### config.mk
export PLATFORM = sky130hd
export DESIGN_NAME = cache_sram_1rw
export DESIGN_NICKNAME = d
export VERILOG_FILES = /design/src/rtl/cache_sram_pkg.sv /design/src/rtl/cache_sram_bytemerge.sv /design/src/rtl/cache_sram_1rw.sv
export SDC_FILE = /design/constraint.sdc
export NUM_CORES = 2
export LEC_CHECK = 0
export BUFFER_PORTS_ARGS = -buffer_cell sky130_fd_sc_hd__buf_2
export CORE_ASPECT_RATIO = 1.5
export CORE_MARGIN = 10
export CORE_UTILIZATION = 30
export DETAILED_ROUTE_END_ITERATION = 12
export PLACE_DENSITY_LB_ADDON = 0.25
export RECOVER_POWER = 100
export SLEW_MARGIN = 10
export SYNTH_ARGS = -nofsm -noshare
export SYNTH_HDL_FRONTEND = slang
export SYNTH_SLANG_ARGS = --single-unit
### constraint.sdc
create_clock -name clk -period 21.2 [get_ports clk]
set_clock_uncertainty 0.05 [all_clocks]
set_input_delay 2.12 -clock clk [delete_from_list [all_inputs] [get_ports clk]]
set_output_delay 2.12 -clock clk [all_outputs]
set_load 0.01 [all_outputs]
### src/rtl/cache_sram_pkg.sv
// Shared types for the cache SRAM block: controller state encoding.
package cache_sram_pkg;

    // Controller states: zeroing sweep, then normal request service.
    typedef enum logic {
        StInit = 1'b0,
        StRun  = 1'b1
    } state_e;

endpackage

### src/rtl/cache_sram_bytemerge.sv
// Combinational byte-lane merge: each lane takes din where its mask bit is set,
// otherwise keeps the old word's lane.
module cache_sram_bytemerge #(
    parameter int unsigned DATA_WIDTH = 256,
    parameter int unsigned BYTE_WIDTH = 8,
    parameter int unsigned NUM_WMASKS = DATA_WIDTH / BYTE_WIDTH
) (
    input  logic [DATA_WIDTH-1:0] i_old_word,
    input  logic [DATA_WIDTH-1:0] i_din,
    input  logic [NUM_WMASKS-1:0] i_mask,
    output logic [DATA_WIDTH-1:0] o_new_word
);

    // Per-lane select between old and incoming data.
    always_comb begin
        o_new_word = i_old_word;
        for (int unsigned i = 0; i < NUM_WMASKS; i++) begin
            if (i_mask[i]) begin
                o_new_word[i*BYTE_WIDTH +: BYTE_WIDTH] = i_din[i*BYTE_WIDTH +: BYTE_WIDTH];
            end
        end
    end

endmodule

### src/rtl/cache_sram_1rw.sv
// Single-port cache SRAM with byte-masked writes, write-through read data and a
// self-zeroing initialisation sweep after reset or on clr0.
module cache_sram_1rw
    import cache_sram_pkg::*;
#(
    parameter int unsigned DATA_WIDTH = 256,
    parameter int unsigned ADDR_WIDTH = 4,
    parameter int unsigned BYTE_WIDTH = 8
) (
    input  logic                             clk,
    input  logic                             rst,
    input  logic                             clr0,
    input  logic                             csb0,
    input  logic                             web0,
    input  logic [DATA_WIDTH/BYTE_WIDTH-1:0] wmask0,
    input  logic [ADDR_WIDTH-1:0]            addr0,
    input  logic [DATA_WIDTH-1:0]            din0,
    output logic                             ready0,
    output logic [DATA_WIDTH-1:0]            dout0,
    output logic                             dout_valid0
);

    localparam int unsigned NUM_WMASKS = DATA_WIDTH / BYTE_WIDTH;
    localparam int unsigned DEPTH      = 1 << ADDR_WIDTH;

    // Storage has no reset; contents become defined through the zeroing sweep.
    logic [DATA_WIDTH-1:0] r_mem [DEPTH];

    state_e                r_state;
    logic [ADDR_WIDTH-1:0] r_cnt;
    logic [DATA_WIDTH-1:0] r_dout;
    logic                  r_dout_valid;

    logic                  w_accept;
    logic [DATA_WIDTH-1:0] w_old_word;
    logic [DATA_WIDTH-1:0] w_merged;
    logic                  w_mem_we;
    logic [ADDR_WIDTH-1:0] w_mem_addr;
    logic [DATA_WIDTH-1:0] w_mem_wdata;

    // clr0 wins over a simultaneous request.
    assign w_accept   = (r_state == StRun) && !csb0 && !clr0;
    assign w_old_word = r_mem[addr0];

    cache_sram_bytemerge #(
        .DATA_WIDTH (DATA_WIDTH),
        .BYTE_WIDTH (BYTE_WIDTH),
        .NUM_WMASKS (NUM_WMASKS)
    ) u_bytemerge (
        .i_old_word (w_old_word),
        .i_din      (din0),
        .i_mask     (wmask0),
        .o_new_word (w_merged)
    );

    // Single write port: the sweep owns it in INIT, accepted writes in RUN.
    always_comb begin
        w_mem_we    = 1'b0;
        w_mem_addr  = addr0;
        w_mem_wdata = w_merged;
        if (!rst) begin
            if (r_state == StInit) begin
                w_mem_we    = 1'b1;
                w_mem_addr  = r_cnt;
                w_mem_wdata = '0;
            end else if (w_accept && !web0) begin
                w_mem_we = 1'b1;
            end
        end
    end

    // Memory array write; a zero mask rewrites the unchanged word.
    always_ff @(posedge clk) begin
        if (w_mem_we) begin
            r_mem[w_mem_addr] <= w_mem_wdata;
        end
    end

    // Controller FSM with registered read data and valid.
    always_ff @(posedge clk) begin
        if (rst) begin
            r_state      <= StInit;
            r_cnt        <= '0;
            r_dout       <= '0;
            r_dout_valid <= 1'b0;
        end else begin
            unique case (r_state)
                StInit: begin
                    r_dout_valid <= 1'b0;
                    if (clr0) begin
                        r_cnt <= '0;
                    end else if (r_cnt == '1) begin
                        // Last word zeroed; counter holds rather than wrapping.
                        r_state <= StRun;
                    end else begin
                        r_cnt <= r_cnt + ADDR_WIDTH'(1);
                    end
                end
                StRun: begin
                    if (clr0) begin
                        r_state      <= StInit;
                        r_cnt        <= '0;
                        r_dout_valid <= 1'b0;
                    end else if (!csb0) begin
                        r_dout_valid <= 1'b1;
                        r_dout       <= web0 ? w_old_word : w_merged;
                    end else begin
                        r_dout_valid <= 1'b0;
                    end
                end
                default: begin
                    r_state      <= StInit;
                    r_cnt        <= '0;
                    r_dout_valid <= 1'b0;
                end
            endcase
        end
    end

    assign ready0      = (r_state == StRun);
    assign dout0       = r_dout;
    assign dout_valid0 = r_dout_valid;

endmodule
# Yosys cells after proc, flatten, opt, wreduce, memory -nomap -nowiden

Memories as Yosys holds them, arrays and structs flattened.
Index checks and enable logic that the tools add are counted.

Flip-flop bits (word level): 262
Bits in writable memories: 4096
Input bits: 297
Output and inout bits: 258
Logic and storage cells: 73
Memories: 1

Add/sub/neg operators: 1
Eq/ne operators: 3
Multiplexer cells: 53
Bitwise gates (word level): 3
Reductions and logical operators: 8

Memories:

| name  | words | bits a word | read ports | clocked after Yosys merged registers in | wr ports | RTL line             | text |
|---|---|---|---|---|---|---|---|
| r_mem | 16    | 256         | 1          | 0                                       | 1        | cache_sram_1rw.sv:27 | `logic [DATA_WIDTH-1:0] r_mem [DEPTH];` |

Operators with widths:

| operator              | count |
|---|---|
| $mux W256             | 3 |
| $mux W8               | 32 |
| $mux W4               | 5 |
| $mux W1               | 10 |
| $pmux W4 S2           | 1 |
| $add A4 B1 Y4 const B | 1 |
| $eq A4 B4 Y1 const B  | 1 |
| $pmux W1 S2           | 2 |
| $logic_and A1 B1 Y1   | 3 |
| $logic_not A1 Y1      | 3 |
| $ne A3 B3 Y1 const B  | 1 |
| $not A1 Y1            | 3 |
| $reduce_and A3 Y1     | 1 |
| $ne A2 B2 Y1 const B  | 1 |
| $reduce_and A2 Y1     | 1 |

# Depth between registers and ports, before layout

Word-level depth: 9
Depth in mapped cells: 9
Depth with buffers taken out: 5

# Hierarchy

From an unflattened synthesis, not the netlist that was laid out.

Cells, all modules: 8563
Area total of the unflattened synthesis: 172465.4 µm²

By module, submodules not included:

| module               | instances | cells each | area each (µm²) | sequential area each (µm²) |
|---|---|---|---|---|
| cache_sram_1rw       | 1         | 8275       | 169222.3        | 128243.0 |
| cache_sram_bytemerge | 1         | 288        | 3243.1          | 0.0 |

# Worst setup path before layout

No wires, ideal clock.

Path kind: in2reg
Start point: input port addr0[1]
End point: memory r_mem[4][0], enable pin
Library setup time: 879 ps
Arrival: 13998 ps
Required time: 20271 ps
Path slack: 6273 ps
Cell stages on the path: 7
Buffers on the path: 3
Cell sequence: buf_4 > buf_6 > buf_2 > or4_1 > a21oi_1 > nand2_1 > nor2_1

Longest elaborated chain between the ends: 2

Ends and longest elaborated chain:

| item            | RTL line             | text |
|---|---|---|
| start, declared | cache_sram_1rw.sv:16 | `input logic [ADDR_WIDTH-1:0] addr0,` |
| $mux W4         | cache_sram_1rw.sv:62 | `if (r_state == StInit) begin` |
| $mux W4 (*)     | cache_sram_1rw.sv:61 | `if (!rst) begin` |
| end, declared   | cache_sram_1rw.sv:27 |  |

Mark *: on every way between the ends. The rest lies on a longest branch, timed or not.

# Worst setup path in the final report

Start point: input port rst
End point: memory r_mem[4][66], enable pin

Longest elaborated chain between the ends: 3
Elaborated cells on any way between the ends: 4
Those cells by class: mux: 4

Ends and longest elaborated chain:

| item                          | RTL line             | text |
|---|---|---|
| start, declared               | cache_sram_1rw.sv:11 | `input logic rst,` |
| $mux W1                       | cache_sram_1rw.sv:61 |  |
| $mux W1                       | cache_sram_1rw.sv:74 | `if (w_mem_we) begin` |
| $mux W1 (implied by the code) | cache_sram_1rw.sv:75 | `r_mem[w_mem_addr] <= w_mem_wdata;` |

Parallel ways exist; a longest one is shown, timed or not.

==> metrics.md <==
| Metric | Value |
|---|---|
| CTS clock-pin slew for the worst setup and hold paths | around 0.060 ns |
| Top cells by area, synth | edfxtp_1 (73%), mux4_2 (14%), dfxtp_1 (3.1%) |
| Number of synthesized flops with an enable pin | 4096 |
| Setup TNS | 0 ns |
| Register bit total from synthesis | 4358 |
| Tightest Pin Transition | around 8 ns |
| Initial Utilization | 30.1% |
| Detailed placement HPWL | a little under 300 mm |
| First-pass GRT wire length | between 700 and 800 mm |
| Post-synthesis sequential area ratio | 76.3% |
| Remaining Overflow, GRT | 0 |
| Root Buffer | clkbuf_16 |
| Core ar. | 558000 um2 |
| Clock Latency Late Sink | roughly 1.0 ns |
| Crit path max-delay cell type | clkinvlp_2 |
| Number of global-route vias before repair | ~92000 |
| Max Cap Viol | between 200 and 250 |
| Initial antenna violation count | 85 |
| Setup bufs post-CTS | 0 |
| Largest family of logic cells by synthesized area | multiplexers |
| Slew margin rel. | -433% |
| Netlist cell types | 46 |
| Die width | around 630 um |
| Fin crit share | 65.0% |
| Final instance area | approximately 190000 um2 |
| Cell count after synthesis | 8155 |
| Clock Path Buffers | 4 |
| Post-synthesis simple-gate area fraction | between 2 and 3% |
| Synth Area in Compound Gates | under 10% |
| CP Max Fanout | 83 |
| Mapped cell area | between 150000 and 200000 um2 |
| Post-synth top area share | 73.2% |
| Yosys top cell by area | edfxtp_1 |
| Proportion of synthesized area in mux cells | between 10% and 20% |
| Cell Pwr Density | around 95 nW/um2 |
| Placed Instances | around 16000 |
| Row count | around 340 |
| Total Routing Usage GR | between 15 and 20% |
| CP Launch Type | input pin |
| Maximum VDD drop | between 0.00007 and 0.00008 V |
| Placement Cell Area | approximately 180000 um2 |
| Hold Vio Cnt, Final | 0 |
| Design Power | 0.0183 W |
| Die Y | ~940 um |
| Die Area | just under 600000 um2 |
| RSZ-0062 raised after global routing | false |
| H-tree Lvls | 5 |
| FMAX | between 0.07 and 0.08 GHz |
| Syn-to-layout area delta | 14.8% |
| Buffers added on ports | 554 |
| Final core area utilization | between 30% and 40% |
| DRC | 0 |
| Avg WL per Cell | 31.0 um |
| Final setup fails | 0 |
| XOR/XNOR Fraction of Synth Area | less than 1% |
| CTS sink cnt | approximately 4400 |
| Most frequent cell after synthesis | edfxtp_1 |
| Adder-Cell Fraction of Synth Area | less than 1% |
| I/O Pins | 555 |
| DR pass1 iterations | 6 |
| Final max-slew violation count | 4538 |
| GP Congestion | between 0.7 and 0.8 |
| Pleak | between 60 and 70 nW |
| Via count | about 88000 |
| Non-filler instance count after layout | between 15000 and 20000 |
| Largest net degree at the start of global routing | 140 |
| CTS tree | done |
| Post-route ant nets | 0 |
| Ys flop type | edfxtp_1 |
| Required @ worst endpoint | around 22 ns |
| Status | finished with violations |
| Crit path capture type | flop |
| Hold WC Path Type | flop to flop |
| Fin crit period | around 14 ns |
| Mapped Nets | ~8500 |
| Share of cells above drive strength 1 | 22.8% |
| WL final | about 520 mm |
| Via density | ~5.3 |
| Crit path cell chain | clkbuf_1 > clkinvlp_2 > and2_0 > nand2_1 > nor2_1 > clkbuf_1 > buf_4 > buf_4 |
| Top cells by count, synth | edfxtp_1 (4096), mux4_2 (1016), a22o_1 (508) |
| TritonCTS Buffers | about 420 |
| Final nets | between 9000 and 10000 |
| PostCTS Resize Cnt | 0 |
| Hold Buf Count CTS | 0 |
| Async SR Flop Fraction | 0% |
| Slowest stage delay, CP | ~5 ns |
| Violated checks | capacitance limit, slew limit |
| Synthesized area per cell | roughly 21 um2 |
| Ys Warns | 0 |
| DRT iter0 DRCs | between 8000 and 9000 |
| CP Class | input pin to flop |
| Arr. time, crit path | 14.35 ns |
-- cells by family (layout without fill, tap and decap cells) --
logic type,count (synthesis),count (layout)
xor gates and xnor gates,2,2
and+or+nand+nor,889,889
DFF,4358,4358
other,0,40
buffers and inverters,567,1571
muxes,1035,1035
adders and majority gates,1,1
AOI/OAI and AO/OA,1303,1303
-- power by group --
part / internal [W] / total, W / switching (W) / leakage, nW
Sequential: 0.00959 / 0.00961 / 0.0000197 / 39.9
Combinational: 0.000319 / 0.000996 / 0.000677 / 13.9
Clock: 0.00432 / 0.00767 / 0.00334 / 6.79
Total: 0.0142 / 0.0183 / 0.00404 / 60.6
-- state kept, by name, indices dropped and copies added (netlist names) --
name and flops:
r_cnt 4, dout0 256, ready0 1, r_mem 4096, dout_valid0 1
-- cell usage in the layout (no fill, tap or decap), types with 10 or more instances in the layout --
| cell | instances |
|---|---|
| nor4b_1 | 159 |
| o22ai_1 | 44 |
| and3_1 | 81 |
| buf_2 | 291 |
| clkinv_1 | 65 |
| clkbuf_8 | 30 |
| clkinv_16 | 12 |
| nand2b_1 | 47 |
| clkbuf_1 | 438 |
| edfxtp_1 | 4096 |
| clkbuf_16 | 419 |
| inv_1 | 11 |
| a22oi_1 | 16 |
| clkinvlp_4 | 18 |
| buf_12 | 26 |
| nor2b_1 | 12 |
| a22o_1 | 508 |
| nand2_1 | 10 |
| dfxtp_1 | 262 |
| clkinv_2 | 62 |
| a31oi_1 | 161 |
| buf_4 | 121 |
| o21ai_0 | 437 |
| nor2_1 | 274 |
| a41o_1 | 28 |
| a21oi_1 | 56 |
| bufinv_16 | 45 |
| mux2i_1 | 19 |
| mux4_2 | 1016 |
| nand3_1 | 272 |
| diode_2 | 40 |
| o21bai_1 | 28 |
-- path summary, 6_finish.rpt --
path / depth (start not counted) / startpoint / endpoint / slack [ns]
worst max-delay path: 8 / rst / r_mem[4][66] / 7.42
worst min register to register: 2 / dout0[162] / dout0[162] / 0.44
worst max register to register: 6 / ready0 / r_mem[9][160] / 10.62
worst min-delay path: 2 / dout0[162] / dout0[162] / 0.44
-- critical path: cells and delay by family --
kind                   cells  cell delay [ns]
and+or+nand+nor            3             1.56
buffers and inverters      5            10.47
-- per-stage QoR --
step                hold WS (ns)  setup slack, ns
finish                     0.443             7.42
global route               0.477             7.00
CTS                        0.445            14.21
detailed placement         0.415            13.12
global placement           0.419            13.14
floorplan                  0.452             6.27
-- area by class of cell --
| cell class | count | area (um2) |
|---|---|---|
| Antenna cell | 40 | 100 |
| Clock buffer | 545 | 11300 |
| Clock inverter | 232 | 2780 |
| Fill cell | 52500 | 365000 |
| Inverter | 12 | 46.3 |
| Multi-Input combinational cell | 3230 | 37100 |
| Sequential cell | 4358 | 128000 |
| Tap cell | 7436 | 9300 |
| Timing Repair Buffer | 782 | 4200 |
-- routing by layer --
layer  wire (um)  track usage [%]  part of all wire (%)  vias to the layer above
met4       20700             6.18                   4.0                       38
met1      207000             21.5                    40                    47700
met5         242                0                 0.047                        -
met3       33200             2.99                   6.4                      849
li1            -                -                     -                    35800
met2      255000             28.7                    49                     3316
Note: power is estimated with default switching activity, not from simulation.
